File: src/rtl/host_cfg_receiver_pkg.sv
// Shared definitions for the host configuration receiver: sync marker and
// state encodings for the RX core and the frame parser.
package host_cfg_receiver_pkg;

  localparam logic [7:0] SYNC_BYTE = 8'hFF;

  typedef enum logic [3:0] {
    PS_WAIT_SYNC = 4'b0001,
    PS_GET_INDEX = 4'b0010,
    PS_GET_TAPS  = 4'b0100,
    PS_GET_CHK   = 4'b1000
  } parser_state_t;

  typedef enum logic [1:0] {
    RX_IDLE  = 2'd0,
    RX_START = 2'd1,
    RX_DATA  = 2'd2,
    RX_STOP  = 2'd3
  } rx_state_t;

endpackage

File: src/rtl/host_cfg_receiver_uart_rx.sv
// 8N1 UART receiver: synchronises RX, times bits with a down-counter and
// reports each byte as a byte_valid pulse or a frame_err pulse.
//
// state    | meaning
// ---------+---------------------------------------------------------
// RX_IDLE  | line idle, waiting for a falling edge
// RX_START | half a bit in, confirming the start bit (glitch filter)
// RX_DATA  | sampling 8 data bits mid-bit, LSB first
// RX_STOP  | sampling the stop bit, then reporting the byte or an error
module uart_rx_core
  import host_cfg_receiver_pkg::*;
#(
  parameter int CLKS_PER_BIT = 434
) (
  input  logic       clk,
  input  logic       rst,
  input  logic       rx,
  output logic [7:0] rx_byte,
  output logic       byte_valid,
  output logic       frame_err,
  output logic       rx_idle
);

  localparam int TW = $clog2(CLKS_PER_BIT);
  localparam logic [TW-1:0] FULL_BIT = TW'(CLKS_PER_BIT - 1);
  localparam logic [TW-1:0] HALF_BIT = TW'(CLKS_PER_BIT / 2 - 1);

  rx_state_t     state;
  logic [TW-1:0] timer;
  logic [2:0]    bit_idx;
  logic [7:0]    shreg;
  logic          rx_meta;
  logic          rx_sync;
  logic          rx_last;

  assign rx_idle = (state == RX_IDLE);

  // Two-flop synchroniser plus one delayed copy for falling-edge detection.
  always_ff @(posedge clk or posedge rst) begin
    if (rst) begin
      rx_meta <= 1'b1;
      rx_sync <= 1'b1;
      rx_last <= 1'b1;
    end else begin
      rx_meta <= rx;
      rx_sync <= rx_meta;
      rx_last <= rx_sync;
    end
  end

  // Bit timing and byte assembly; outputs are registered one-cycle pulses.
  always_ff @(posedge clk or posedge rst) begin
    if (rst) begin
      state      <= RX_IDLE;
      timer      <= '0;
      bit_idx    <= '0;
      shreg      <= '0;
      rx_byte    <= '0;
      byte_valid <= 1'b0;
      frame_err  <= 1'b0;
    end else begin
      byte_valid <= 1'b0;
      frame_err  <= 1'b0;
      case (state)
        RX_IDLE: begin
          if (rx_last && !rx_sync) begin
            state <= RX_START;
            timer <= HALF_BIT;
          end
        end
        RX_START: begin
          if (timer != '0) begin
            timer <= timer - 1'b1;
          end else if (!rx_sync) begin
            state   <= RX_DATA;
            timer   <= FULL_BIT;
            bit_idx <= '0;
          end else begin
            state <= RX_IDLE;
          end
        end
        RX_DATA: begin
          if (timer != '0) begin
            timer <= timer - 1'b1;
          end else begin
            shreg   <= {rx_sync, shreg[7:1]};
            timer   <= FULL_BIT;
            bit_idx <= bit_idx + 1'b1;
            if (bit_idx == 3'd7) state <= RX_STOP;
          end
        end
        RX_STOP: begin
          if (timer != '0) begin
            timer <= timer - 1'b1;
          end else begin
            if (rx_sync) begin
              byte_valid <= 1'b1;
              rx_byte    <= shreg;
            end else begin
              frame_err <= 1'b1;
            end
            state <= RX_IDLE;
          end
        end
        default: state <= RX_IDLE;
      endcase
    end
  end

endmodule

File: src/rtl/host_cfg_receiver.sv
// Host configuration receiver: parses FF / index / taps / XOR-checksum
// frames from the UART and strobes the tap vector into the addressed module.
//
// state        | meaning
// -------------+------------------------------------------------------
// PS_WAIT_SYNC | idle, looking for the 0xFF sync byte
// PS_GET_INDEX | expecting the module index (0xFF here resyncs)
// PS_GET_TAPS  | collecting tap bytes, first byte lands in the LSB byte
// PS_GET_CHK   | comparing the XOR checksum, then load or error
module host_cfg_receiver
  import host_cfg_receiver_pkg::*;
#(
  parameter int NUM_OF_TAPS    = 5,
  parameter int NUM_OF_MODULES = 20,
  parameter int CLKS_PER_BIT   = 434,
  parameter int TIMEOUT_BITS   = 16
) (
  input  logic                      clk,
  input  logic                      rst,
  input  logic                      RX,
  output logic [NUM_OF_TAPS*8-1:0]  cfg_taps,
  output logic [5:0]                cfg_index,
  output logic [NUM_OF_MODULES-1:0] cfg_load,
  output logic                      cfg_valid,
  output logic                      cfg_err,
  output logic                      busy
);

  localparam int KW        = $clog2(NUM_OF_TAPS + 1);
  localparam int TO_CYCLES = TIMEOUT_BITS * CLKS_PER_BIT;
  localparam int TOW       = $clog2(TO_CYCLES);
  // Reload chosen so cfg_err lands exactly TO_CYCLES clocks after byte_valid:
  // one clock for the reload, one for the registered error output.
  localparam logic [TOW-1:0]            TO_RELOAD = TOW'(TO_CYCLES - 2);
  localparam logic [KW-1:0]             LAST_TAP  = KW'(NUM_OF_TAPS - 1);
  localparam logic [7:0]                MOD_LIMIT = 8'(NUM_OF_MODULES);
  localparam logic [NUM_OF_MODULES-1:0] LOAD_ONE  = NUM_OF_MODULES'(1);

  logic [7:0]               rx_byte;
  logic                     byte_valid;
  logic                     frame_err;
  logic                     rx_idle;
  parser_state_t            state;
  logic [5:0]               index_q;
  logic [KW-1:0]            tap_k;
  logic [7:0]               chk;
  logic [NUM_OF_TAPS*8-1:0] shadow;
  logic [TOW-1:0]           to_cnt;
  logic                     timeout;

  uart_rx_core #(
    .CLKS_PER_BIT (CLKS_PER_BIT)
  ) u_rx (
    .clk        (clk),
    .rst        (rst),
    .rx         (RX),
    .rx_byte    (rx_byte),
    .byte_valid (byte_valid),
    .frame_err  (frame_err),
    .rx_idle    (rx_idle)
  );

  assign busy    = (state != PS_WAIT_SYNC);
  assign timeout = busy && rx_idle && (to_cnt == '0);

  // Inter-byte silence timer: reloaded by every good byte, parks at zero.
  always_ff @(posedge clk or posedge rst) begin
    if (rst) begin
      to_cnt <= '0;
    end else if (byte_valid) begin
      to_cnt <= TO_RELOAD;
    end else if (to_cnt != '0) begin
      to_cnt <= to_cnt - 1'b1;
    end
  end

  // Frame parser; accepted frames update the held outputs one clock later.
  always_ff @(posedge clk or posedge rst) begin
    if (rst) begin
      state     <= PS_WAIT_SYNC;
      index_q   <= '0;
      tap_k     <= '0;
      chk       <= '0;
      shadow    <= '0;
      cfg_taps  <= '0;
      cfg_index <= '0;
      cfg_load  <= '0;
      cfg_valid <= 1'b0;
      cfg_err   <= 1'b0;
    end else begin
      cfg_valid <= 1'b0;
      cfg_err   <= 1'b0;
      cfg_load  <= '0;
      if (frame_err && state != PS_WAIT_SYNC) begin
        cfg_err <= 1'b1;
        state   <= PS_WAIT_SYNC;
      end else if (byte_valid) begin
        case (state)
          PS_WAIT_SYNC: begin
            if (rx_byte == SYNC_BYTE) state <= PS_GET_INDEX;
          end
          PS_GET_INDEX: begin
            if (rx_byte == SYNC_BYTE) begin
              state <= PS_GET_INDEX;
            end else if (rx_byte >= MOD_LIMIT) begin
              cfg_err <= 1'b1;
              state   <= PS_WAIT_SYNC;
            end else begin
              index_q <= rx_byte[5:0];
              chk     <= rx_byte;
              tap_k   <= '0;
              state   <= PS_GET_TAPS;
            end
          end
          PS_GET_TAPS: begin
            shadow[tap_k*8 +: 8] <= rx_byte;
            chk                  <= chk ^ rx_byte;
            tap_k                <= tap_k + 1'b1;
            if (tap_k == LAST_TAP) state <= PS_GET_CHK;
          end
          PS_GET_CHK: begin
            if (rx_byte == chk) begin
              cfg_valid <= 1'b1;
              cfg_taps  <= shadow;
              cfg_index <= index_q;
              cfg_load  <= LOAD_ONE << index_q;
            end else begin
              cfg_err <= 1'b1;
            end
            state <= PS_WAIT_SYNC;
          end
          default: state <= PS_WAIT_SYNC;
        endcase
      end else if (timeout) begin
        cfg_err <= 1'b1;
        state   <= PS_WAIT_SYNC;
      end
    end
  end

endmodule

File: config.mk
export PLATFORM = sky130hd
export DESIGN_NAME = host_cfg_receiver
export DESIGN_NICKNAME = d
export VERILOG_FILES = /design/src/rtl/host_cfg_receiver_pkg.sv /design/src/rtl/host_cfg_receiver_uart_rx.sv /design/src/rtl/host_cfg_receiver.sv
export SDC_FILE = /design/constraint.sdc
export NUM_CORES = 1
export LEC_CHECK = 0
export CORE_ASPECT_RATIO = 0.8
export CORE_UTILIZATION = 32
export CTS_CLUSTER_DIAMETER = 50
export DETAILED_ROUTE_END_ITERATION = 8
export PLACE_DENSITY = 0.53
export SLEW_MARGIN = 5
export SYNTH_ARGS = -nofsm -noshare
export SYNTH_HDL_FRONTEND = slang
export SYNTH_HIERARCHICAL = 1
export SYNTH_SLANG_ARGS = --single-unit
File: constraint.sdc
create_clock -name clk -period 5.1 [get_ports clk]
set_input_delay 1.02 -clock clk [delete_from_list [all_inputs] [get_ports clk]]
set_output_delay 1.02 -clock clk [all_outputs]
set_load 0.1 [all_outputs]
# Yosys cells after proc, flatten, opt, wreduce, memory -nomap -nowiden
# Index checks and enable logic that the tools add are counted.
[classes]
addsub = 5
magnitude_cmp = 1
eq_ne = 24
shifts = 3
n_mux = 55
bitwise = 5
reduce_logical = 23
[op_table]
columns = ["cell", "count"]
rows = [
  ["$mux 20", 4],
  ["$mux 9", 5],
  ["$bwmux 40", 1],
  ["$shift 8x34->40 const A", 1],
  ["$shiftx 8x34->40", 1],
  ["$pmux 9 s4", 1],
  ["$neg 6->34", 1],
  ["$mux 13", 2],
  ["$mux 3", 7],
  ["$mux 4", 5],
  ["$shl 1x6->20 const A", 1],
  ["$mux 1", 16],
  ["$mux 8", 2],
  ["$pmux 8 s2", 1],
  ["$reduce_and 5->1", 3],
  ["$logic_not 13->1", 1],
  ["$reduce_bool 13->1", 1],
  ["$sub 13x1->13 const B", 1],
  ["$mux 2", 6],
  ["$ne 2x2->1 const B", 6],
  ["$pmux 3 s2", 2],
  ["$pmux 4 s3", 1],
  ["$reduce_and 3->1", 4],
  ["$reduce_bool 9->1", 1],
  ["other kinds (27)", 42],
]
[word_totals]
regBits = 177
input_bits = 3
output_inout_bits = 69
wordCells = 137

# Depth between registers and ports, before layout
[logic_depth]
ltp_word = 6
ltp_mapped = 9
ltp_nobuf = 8

# Modules after synthesis
# The synthesis kept the hierarchy.
[by_module_without_submodules]
columns = ["module", "n_inst", "cells_per_inst", "area_each_um2", "seq_area_each_um2"]
rows = [
  ["host_cfg_receiver", 1, 543, 6183.4, 3554.7],
  ["uart_rx_core", 1, 151, 1803.0, 879.6],
]

# Worst setup path before layout
# No wires, ideal clock.
[synth_path]
path_kind = "register to register"
from = "register, netlist name state[0]"
to = "register cfg_taps[23]"
setup_time_ns = 0.125
arrival_time_ns = 2.282
required_time_ns = 4.975
path_slack_ns = 2.692
stages_incl_launch_ff = 8
n_path_buf = 3
period_less_slack_ns = 2.408
cell_sequence = "dfstp_2 > or4b_4 > buf_6 > a21boi_4 > and4_4 > buf_8 > clkbuf_8 > mux2_2"
[synth_lines]
columns = ["element", "line", "text"]
rows = [
  ["end signal, assigned", "host_cfg_receiver.sv:124", "cfg_taps <= shadow;"],
  ["end, declared", "host_cfg_receiver.sv:21", "output logic [NUM_OF_TAPS*8-1:0] cfg_taps,"],
]

==> impl_metrics.sql <==
INSERT INTO impl_metrics (metric_group, metric, value, unit) VALUES
('sta', 'layout_worst_path_cycle_share', '70.6', '%'),
('final_layout', 'regArea', '0.00443', 'sq mm'),
('sta', 'finalHoldViolations', '0', ''),
('route', 'detail-route-antenna-nets', '0', ''),
('logic_synthesis', 'yosysUniqueCellTypes', '72', ''),
('logic_synthesis', 'syn_nets', '713', ''),
('logic_synthesis', 'edff_count_synth', '0', ''),
('route', 'detail_route.first_pass.iterations', '5', ''),
('setup_path', 'critPathKind', 'register to output pin', ''),
('setup_path', 'path_depth', '2', ''),
('setup_path', 'end_kind', 'output pin', ''),
('sta', 'unrepaired_setup_endpoints_after_global_routing', 'no', ''),
('clock_network', 'cts_h_tree_lvls', '4', ''),
('setup_path', 'flop2flop_setup_slack', '2.01', 'ns'),
('sta', 'drv_slew', '0', ''),
('pwr', 'power.density', '369', 'mW/mm^2'),
('place', 'place_hpwl', '10700', 'microns'),
('floorplan', 'initial_core_util', '32.7', '%'),
('global_route', 'grt_pass1_wl', '26900', 'microns'),
('setup_path', 'critPathSlowestCell', 'clkdlybuf4s50_1', ''),
('sta', 'final.setup.tns', '0', 'ns'),
('route', 'routed_wire_length_per_instance', '15.0', 'microns'),
('global_route', 'initial_antenna_violation_count', '0', ''),
('logic_synthesis', 'yosysWarnings', '6', ''),
('setup_path', 'path_max_fanout', '8', ''),
('pwr', 'power.leakage', '4.22', 'nW'),
('logic_synthesis', 'synthesis.area', '0.00799', 'sq mm'),
('setup_path', 'origin_of_the_worst_setup_path', 'state[0]', ''),
('logic_synthesis', 'syn_avg_cell_area', '11.5', 'sq um'),
('setup_path', 'crit_buf_inv', '1', ''),
('setup_path', 'worst-endpoint-arrival', '2.58', 'ns'),
('logic_synthesis', 'ys_ff_latch', '177', ''),
('setup_path', 'launch_point_of_the_worst_reg_to_reg_path', 'tap_k[0]', ''),
('route', 'post_drt_via_cell_ratio', '4.83', ''),
('run', 'max-cap-violations', '0', ''),
('route', 'drcViolationCount', '0', ''),
('place', 'port_buffers', '71', ''),
('route', 'vias', '5231', ''),
('floorplan', 'std_cell_rows', '51', ''),
('setup_path', 'reg2regPathDepth', '8', ''),
('sta', 'final-setup-viol-count', '0', ''),
('setup_path', 'critical-path-top-delay-family', 'buffers and inverters', ''),
('clock_network', 'post_cts.resized_instances', '0', ''),
('outcome', 'status', 'finished clean', ''),
('global_route', 'grtUsageMet3', '4.05', '%'),
('clock_network', 'cts-buffers-inserted', '17', ''),
('sta', 'worst_slew_margin_rel', '30.6', '%'),
('logic_synthesis', 'syn_inst', '694', ''),
('clock_network', 'postCtsSetupBuffers', '0', ''),
('setup_path', 'setup.worst_path.start_class', 'register', ''),
('global_route', 'groute.layer.met2.usage', '19.7', '%'),
('hold_path', 'min-delay-path-class', 'register to register', ''),
('pwr', 'ir_worst_vdd', '0.200', 'mV'),
('floorplan', 'ios', '72', ''),
('final_layout', 'num-fill-cells', '2381', ''),
('final_layout', 'areaGrowthSynthToFinish', '18.4', '%'),
('setup_path', 'critical_path.cell_chain', 'or4b_4 > clkdlybuf4s50_1', ''),
('final_layout', 'n_antenna_cell', '0', ''),
('setup_path', 'worst-endpoint-required', '4.08', 'ns'),
('floorplan', 'die_height', '143', 'microns'),
('final_layout', 'nets', '770', ''),
('sta', 'finalWorstPathRequiredPeriod', '3.60', 'ns'),
('setup_path', 'endpoint', 'busy', ''),
('global_route', 'remaining_overflow_grt', '0', ''),
('floorplan', 'coreArea', '0.0244', 'sq mm'),
('logic_synthesis', 'synth.yosys.seq_area_share', '55.5', '%'),
('clock_network', 'insertion_delay', '0.44', 'ns'),
('global_route', 'grt.total_usage', '13.6', '%'),
('global_route', 'grtUsageMet1', '19.8', '%'),
('clock_network', 'numClockSinks', '177', ''),
('clock_network', 'clock_tree.root_cell', 'clkbuf_16', '');
-- cell families after synthesis --
family	share of synthesized area, %
AOI/OAI and AO/OA	8.85
xor gates and xnor gates	1.86
adders and majority gates	2.51
buffers and inverters	4.12
DFF	55.5
muxes	11.1
and+or+nand+nor	16.1
-- worst min-delay path by stage --
stage,startpoint,depth (start not counted),slack [ns],end
finish,u_rx/rx_meta,0,0.36,u_rx/rx_sync
global route,u_rx/rx_meta,0,0.36,u_rx/rx_sync
global placement,u_rx/rx_meta,0,0.35,u_rx/rx_sync
CTS,u_rx/rx_meta,0,0.36,u_rx/rx_sync
floorplan,u_rx/rx_meta,0,0.35,u_rx/rx_sync
detailed placement,u_rx/rx_meta,0,0.35,u_rx/rx_sync
-- layer usage --
layer	wire [microns]	up-vias	part of all wire (%)
met4	104	0	0.64
met5	0	-	0
met3	774	10	4.8
li1	-	2557	-
met1	8400	2562	52
met2	6990	102	43
-- state kept, by name (all words and copies together) (netlist names), 3 cells and up, named ones only --
register and count:
cfg_index 6, cfg_load 20, cfg_taps 40, chk 8
index_q 6, shadow 40, state 4, tap_k 3
to_cnt 13, u_rx/bit_idx 3, u_rx/rx_byte 8, u_rx/shreg 8
u_rx/timer 9
-- area by class of cell --
cell class                      count  area share (%)
Clock inverter                     14            1.50
Multi-Input combinational cell    457            34.1
Clock buffer                       18            4.54
Timing Repair Buffer               74            7.76
Inverter                           24            1.01
Sequential cell                   177            46.9
Tap cell                          318            4.21
-- metrics by stage --
stage / setup WS, ns / util (%) / hold WS [ns] / area [sq um] / std cells
floorplan: 0.272 / - / 0.345 / 7990 / 694
global placement: 1.97 / 36.3 / 0.346 / 8880 / 1050
detailed placement: 1.96 / 36.3 / 0.347 / 8880 / 1050
CTS: 1.47 / 38.7 / 0.357 / 9450 / 1082
global route: 1.43 / 38.7 / 0.361 / 9450 / 1082
finish: 1.50 / 38.7 / 0.358 / 9450 / 1082
-- Yosys cell counts, drive strengths merged (2+ instances only) --
cell	instances	area, sq um
or4	7	56.3
nand2	85	319
a21oi	16	83.8
nor2	42	165
a32oi	2	17.5
inv	24	90.1
and3	3	23.8
mux2i	2	20.0
ha	16	200
xnor2	7	61.3
o21bai	2	15.0
nor4	8	56.3
or2	2	12.5
mux2	74	863
o21ai	55	275
nor3b	5	42.5
xor2	10	87.6
or3	3	18.8
o22ai	2	12.5
or3b	7	61.3
a31oi	4	25.0
nand2b	8	50.1
nor3	17	116
nor4b	4	41.3
o22a	3	26.3
nor2b	3	18.8
a211oi	2	15.0
a211o	2	17.5
o31ai	2	15.0
buf	14	146
dfstp	4	105
or4b	2	27.5
nand3b	3	35.0
o211ai	7	52.6
nand3	27	158
clkbuf	22	92.6
nand4	6	37.5
dfrtp	173	4330
and4	2	20.0
a22o	3	26.3
a21o	4	31.3
-- power by group --
| group | internal [W] | switching [W] |
|---|---|---|
| Combinational | 0.000259 | 0.000345 |
| Sequential | 0.00150 | 0.000116 |
| Clock | 0.000652 | 0.000613 |
-- cell usage in the layout, fill, tap and decap left out, types with 6 or more instances in the layout --
cell type        count
inv_1               23
dfrtp_1            173
nand4_1              6
nor4_1               7
ha_1                16
xnor2_1              7
o21ai_0             53
xor2_1              10
nand3_1             24
mux2_4               8
nor3_1              12
nand2b_1             8
nor2_1              41
or4_1                6
a21oi_1             15
o211ai_1             7
mux2_2              66
inv_8                7
clkdlybuf4s50_1     71
nand2_1             85
clkbuf_16           17
or3b_2               7
-- worst reg2reg max path: stages (launching register included) --
cell and delay [ns]:
dfrtp_1 0.50, inv_1 0.14, ha_1 0.24, ha_1 0.20, nor2_1 0.78, o211ai_1 0.22, nor3b_2 0.69, nand3_1 0.13
o21ai_0 0.12
(Power assumes the default switching activity.)
